[src/rtl/cordic_pkg.sv]
// Shared types and defaults for the CORDIC operand sequencer.
// Holds the FSM encoding, the float32 container type and the qNaN returned on watchdog expiry.
package cordic_pkg;

  typedef logic [31:0] float32_t;

  typedef enum logic [1:0] {
    ST_IDLE  = 2'd0,
    ST_ISSUE = 2'd1,
    ST_BUSY  = 2'd2,
    ST_HOLD  = 2'd3
  } seq_state_t;

  localparam float32_t FLOAT32_QNAN    = 32'h7FC0_0000;
  localparam int       DEF_FIFO_DEPTH  = 4;
  localparam int       DEF_TIMEOUT_CYC = 64;

endpackage

[src/rtl/cordic_seq_fifo.sv]
// Synchronous show-ahead FIFO: head_dat is the oldest entry whenever empty is low.
// Zero-latency read; caller must not push when full or pop when empty.
module cordic_seq_fifo #(
  parameter int WIDTH = 32,
  parameter int DEPTH = 4
) (
  input  logic             clk,
  input  logic             rst_n,
  input  logic             push,
  input  logic [WIDTH-1:0] push_dat,
  input  logic             pop,
  output logic [WIDTH-1:0] head_dat,
  output logic             full,
  output logic             empty
);

  localparam int            AW      = $clog2(DEPTH);
  localparam logic [AW:0]   PTR_ONE = 1;

  logic [WIDTH-1:0] mem [DEPTH];
  logic [AW:0]      wr_ptr;
  logic [AW:0]      rd_ptr;

  // Pointers carry one extra wrap bit so full and empty are distinguishable.
  always_ff @(posedge clk or negedge rst_n) begin
    if (!rst_n) begin
      wr_ptr <= '0;
      rd_ptr <= '0;
    end else begin
      if (push) wr_ptr <= wr_ptr + PTR_ONE;
      if (pop)  rd_ptr <= rd_ptr + PTR_ONE;
    end
  end

  always_ff @(posedge clk) begin
    if (push) mem[wr_ptr[AW-1:0]] <= push_dat;
  end

  assign head_dat = mem[rd_ptr[AW-1:0]];
  assign empty    = (wr_ptr == rd_ptr);
  assign full     = (wr_ptr[AW] != rd_ptr[AW]) && (wr_ptr[AW-1:0] == rd_ptr[AW-1:0]);

endmodule

[src/rtl/cordic_seq.sv]
// Queues float angles and feeds them one at a time to an external CORDIC core, holding each result until accepted.
// Optional watchdog under CORDIC_SEQ_TIMEOUT_EN returns qNaN and sets sticky err when the core stalls in BUSY.
module cordic_seq
  import cordic_pkg::*;
#(
  parameter int FIFO_DEPTH  = DEF_FIFO_DEPTH,
  parameter int TIMEOUT_CYC = DEF_TIMEOUT_CYC
) (
  input  logic        clk,
  input  logic        reset,
  input  logic        clk_en,
  input  logic        in_valid,
  input  logic [31:0] in_data,
  output logic        in_ready,
  output logic        core_start,
  output logic [31:0] core_x_ft,
  input  logic        core_done,
  input  logic [31:0] core_y_ft,
  output logic        out_valid,
  output logic [31:0] out_data,
  input  logic        out_ready,
  output logic        err,
  output logic [15:0] res_cnt
);

  if (FIFO_DEPTH < 2 || (FIFO_DEPTH & (FIFO_DEPTH - 1)) != 0 || TIMEOUT_CYC < 1) begin : g_bad_param
    $error("cordic_seq: FIFO_DEPTH must be a power of two >= 2 and TIMEOUT_CYC >= 1");
  end

  seq_state_t state;
  float32_t   fifo_head;
  logic       fifo_full;
  logic       fifo_empty;
  logic       push;
  logic       pop;
  logic       busy_first;

  assign in_ready   = reset & clk_en & ~fifo_full;
  assign push       = in_valid & in_ready;
  assign pop        = clk_en & ~fifo_empty &
                      ((state == ST_IDLE) | ((state == ST_HOLD) & out_ready));
  assign core_start = clk_en & (state == ST_ISSUE);

  cordic_seq_fifo #(
    .WIDTH (32),
    .DEPTH (FIFO_DEPTH)
  ) u_fifo (
    .clk      (clk),
    .rst_n    (reset),
    .push     (push),
    .push_dat (in_data),
    .pop      (pop),
    .head_dat (fifo_head),
    .full     (fifo_full),
    .empty    (fifo_empty)
  );

`ifdef CORDIC_SEQ_TIMEOUT_EN
  localparam int              WD_W    = $clog2(TIMEOUT_CYC) + 1;
  localparam logic [WD_W-1:0] WD_LAST = WD_W'(TIMEOUT_CYC - 1);
  localparam logic [WD_W-1:0] WD_ONE  = 1;

  logic [WD_W-1:0] wdog;
  logic            err_q;

  assign err = err_q;
`else
  assign err = 1'b0;
`endif

  always_ff @(posedge clk or negedge reset) begin
    if (!reset) begin
      state      <= ST_IDLE;
      core_x_ft  <= '0;
      out_valid  <= 1'b0;
      out_data   <= '0;
      res_cnt    <= '0;
      busy_first <= 1'b0;
`ifdef CORDIC_SEQ_TIMEOUT_EN
      wdog       <= '0;
      err_q      <= 1'b0;
`endif
    end else if (clk_en) begin
      case (state)
        ST_IDLE: begin
          if (!fifo_empty) begin
            core_x_ft <= fifo_head;
            state     <= ST_ISSUE;
          end
        end
        ST_ISSUE: begin
          busy_first <= 1'b1;
          state      <= ST_BUSY;
`ifdef CORDIC_SEQ_TIMEOUT_EN
          wdog       <= '0;
`endif
        end
        ST_BUSY: begin
          // core_done may still be high from the previous operation on the first BUSY cycle.
          busy_first <= 1'b0;
          if (!busy_first && core_done) begin
            out_data  <= core_y_ft;
            out_valid <= 1'b1;
            state     <= ST_HOLD;
          end
`ifdef CORDIC_SEQ_TIMEOUT_EN
          else if (wdog == WD_LAST) begin
            out_data  <= FLOAT32_QNAN;
            out_valid <= 1'b1;
            err_q     <= 1'b1;
            state     <= ST_HOLD;
          end else begin
            wdog <= wdog + WD_ONE;
          end
`endif
        end
        ST_HOLD: begin
          if (out_ready) begin
            out_valid <= 1'b0;
            res_cnt   <= res_cnt + 16'd1;
            if (!fifo_empty) begin
              core_x_ft <= fifo_head;
              state     <= ST_ISSUE;
            end else begin
              state <= ST_IDLE;
            end
          end
        end
        default: state <= ST_IDLE;
      endcase
    end
  end

endmodule

[config.mk]
export PLATFORM = sky130hd
export DESIGN_NAME = cordic_seq
export DESIGN_NICKNAME = d
export VERILOG_FILES = /design/src/rtl/cordic_pkg.sv /design/src/rtl/cordic_seq_fifo.sv /design/src/rtl/cordic_seq.sv
export SDC_FILE = /design/constraint.sdc
export NUM_CORES = 1
export LEC_CHECK = 0
export CORE_UTILIZATION = 52
export CTS_CLUSTER_SIZE = 8
export DETAILED_ROUTE_END_ITERATION = 10
export PLACE_DENSITY = 0.8
export SLEW_MARGIN = 20
export SYNTH_ARGS = -nofsm -noshare
export SYNTH_HDL_FRONTEND = slang
export SYNTH_SLANG_ARGS = --single-unit
[constraint.sdc]
create_clock -name clk -period 3.3 [get_ports clk]
set_clock_uncertainty 0.05 [all_clocks]
set_input_delay 0.66 -clock clk [delete_from_list [all_inputs] [get_ports clk]]
set_output_delay 0.66 -clock clk [all_outputs]
set_load 0.01 [all_outputs]
==> out/metrics.cfg <==
[logic_synthesis]
synth.distinct_cells=36
yosys_warnings=0
synth_top_area_frac=0.452
avgSynthCellArea_sq_um=19.7
synth-seq-area-share=0.717
netlist.top_cell.by_area=edfxtp_1
synth_area_leaders=edfxtp_1 (45%), dfrtp_1 (26%), mux4_2 (8.5%)
ys_ff_latch=218
synthCells=432
syn_nets=513
syn_area_sq_um=8510

[run]
maxCapViolCount=0

[layout]
design_area_sq_um=11200
fillerInstances=1001
drive_above_1_share=0.244
antenna_cells=0
syn_to_final_growth_pct=31.5
fin_nets=692

[critical_path]
critPathTopFamily=buffers and inverters
crit_buf_inv=3
cp_slowest_cell=clkdlybuf4s50_1
crit_chain=dlygate4sd3_1 -> buf_4 -> nand2_1 -> a31oi_1 -> clkdlybuf4s50_1
start_kind=input pin
critPathKind=input pin to primary output
cp_max_fo=24
crit_arrival_ns=2.31
required_ns=2.59
cp-end-kind=primary output
cpPeakStageDelay_ns=0.57

[timing]
fin_crit_sh=0.916
period_needed_ns=3.02
hold_violations=0
relSlewSlack=0.525
drv_slew=0
fin_setup_tns_ns=0
worstMarginPinSlew_ns=0.713
setup_viol=0
max_freq_mhz=331
rsz0062_at_grt=no
setup_slack_ns=0.278

[global_routing]
grtUsageTotal=0.197
use_met2=0.356
grt-ovfl-total=0
grt_max_degree=41
antenna_found_initial=0
first_global_vias=4741
use_met3=0.0443
grt_busiest_layer=met2
grt_first_pass_wirelength_mm=24.9
met1_usage=0.240

[clock_tree]
clockRootBuffer=clkbuf_16
cts_tree=built
worstSkewPairLatency_ns=0.52
clkSinkCount=218
htree_num_levels=1
clkSlewWorstSetupHoldPaths_ns=0.05
cts.path.max_buffers=3
cts_buffers=31
post_cts_buffers=0

[placement]
dp_slack_ns=0.420
dp.final_hpwl_mm=10.6
numPortBuffers=152
place_area_sq_um=10300
place.gp.congestion=0.818

[power_and_ir_drop]
powerDensity_nw_per_um2=880
ir_worst_vdd_mv=0.529
power.leakage_nw=4.29

[detailed_routing]
wl_per_cell_microns=19.4
vias=4483
drc=0
drtIter0Drc=234
ant_nets=0
firstDrtPassIters=6
finalWirelength_mm=16.4
vias_per_cell=5.30

[floorplan]
core-area_sq_um=15900
rows=46
dieHeight_microns=130
ioPinCount=154
start_util=0.534
dieArea_sq_um=16900
die_x_microns=130

[worst_hold_path]
hp-class=flop to flop

[status]
status=finished, final reports clean

-- final timing paths --
kind | end | start | cells after the start | slack [ns]
worst max-delay path | in_ready | reset | 5 | 0.28
worst min-delay path | res_cnt[15]$_DFFE_PN0P_ | res_cnt[15]$_DFFE_PN0P_ | 1 | 0.42
worst max register to register | core_x_ft[7]$_DFFE_PN0P_ | state[0]$_DFFE_PN0P_ | 6 | 0.84
worst min register to register | res_cnt[15]$_DFFE_PN0P_ | res_cnt[15]$_DFFE_PN0P_ | 1 | 0.42
max in group asynchronous | out_data[12]$_DFFE_PN0P_ | reset | 3 | 1.82
min in group asynchronous | u_fifo.wr_ptr[0]$_DFFE_PN0P_ | reset | 2 | 0.54
-- flip-flops by register name (all words and copies together), names as in the netlist --
name           cells
core_x_ft         32
res_cnt           16
out_valid          1
u_fifo.mem       128
state              2
u_fifo.rd_ptr      3
u_fifo.wr_ptr      3
busy_first         1
out_data          32
-- what timing repair did --
item | in CTS | in global routing
setup endpoints to repair | 0 | 0
resized for setup | 0 | 0
hold buffers | 1 | 0
endpoints found under the hold margin | 18 | 0
-- layout by cell type, fill, tap and decap left out, types with 2 or more instances in the layout --
cell and instances:
a31oi_1 3, and2_2 4, and3_1 4, buf_12 4
buf_4 7, clkbuf_1 20, clkbuf_16 31, clkdlybuf4s50_1 151
dfrtp_1 88, dfrtp_2 2, edfxtp_1 128, ha_1 11
inv_1 8, mux2_2 37, mux2_4 30, mux4_2 32
nand2_1 10, nand3_1 12, nand4_1 3, nor2_1 3
o21ai_0 3, xnor2_1 15, xnor2_2 2, xor2_1 5
-- stage by stage --
stage                util  power, mW  std cells  hold slack [ns]
floorplan               -       5.76        432            0.314
global placement    0.647       7.05        793            0.410
detailed placement  0.647       7.15        793            0.417
CTS                 0.702       9.96        846            0.423
global route        0.702       10.3        846            0.431
finish              0.702       9.84        846            0.418
-- cells in the mapped netlist (all sizes together) --
cell     count
conb         1
nor2b        1
o221ai       1
buf         13
clkbuf       4
xor2         5
o2bb2ai      1
xnor2       17
o22ai        1
ha          11
mux4        32
nand4        3
a21oi        1
inv          8
and3         4
a31oi        3
a221o        1
nand3b       1
nand3       13
dfrtp       90
and2         5
o211ai       1
o21bai       1
nor4         1
nor2         3
or2          1
mux2        67
o21ai        3
nand2       10
edfxtp     128
nor3         1
-- worst register-to-register path, cell delays in order, from the launching register on --
cell	delay (ns)
dfrtp_1	0.41
inv_1	0.16
ha_1	0.19
inv_1	0.07
o21ai_0	0.30
nand3_4	0.61
mux2_4	0.54
-- cell type report --
type,count,area [sq um],area share
clock buffer,51,851,0.0761
clock inverter,1,8.76,0.000783
inverter,8,30.0,0.00268
multi-input combinational,189,2270,0.203
sequential,218,6100,0.545
tap,216,270,0.0242
timing repair buffer,163,1650,0.148
-- power by group --
group	internal (mW)	total, mW	switching [mW]
Sequential	3.50	3.86	0.356
Combinational	1.94	3.21	1.26
Clock	1.72	2.77	1.05
Total	7.17	9.84	2.67
-- per-layer routing --
layer | routed length [microns] | vias to the layer above
met5 | 0 | -
met4 | 248 | 0
met3 | 1330 | 27
met2 | 8210 | 191
met1 | 6610 | 2250
li1 | - | 2015
-- cells by family (layout without fill, tap and decap cells) --
kind of cell	count (synthesis)	after routing	share of synthesized area
compound gates	13	13	0.0103
xor+xnor	22	22	0.0244
fa+ha+maj	11	11	0.0162
buf+inv	25	223	0.0169
flops	218	218	0.717
mux	99	99	0.187
other cells	1	1	0.000441
simple gates	43	43	0.0285
Note: power is estimated with default switching activity, not from simulation.
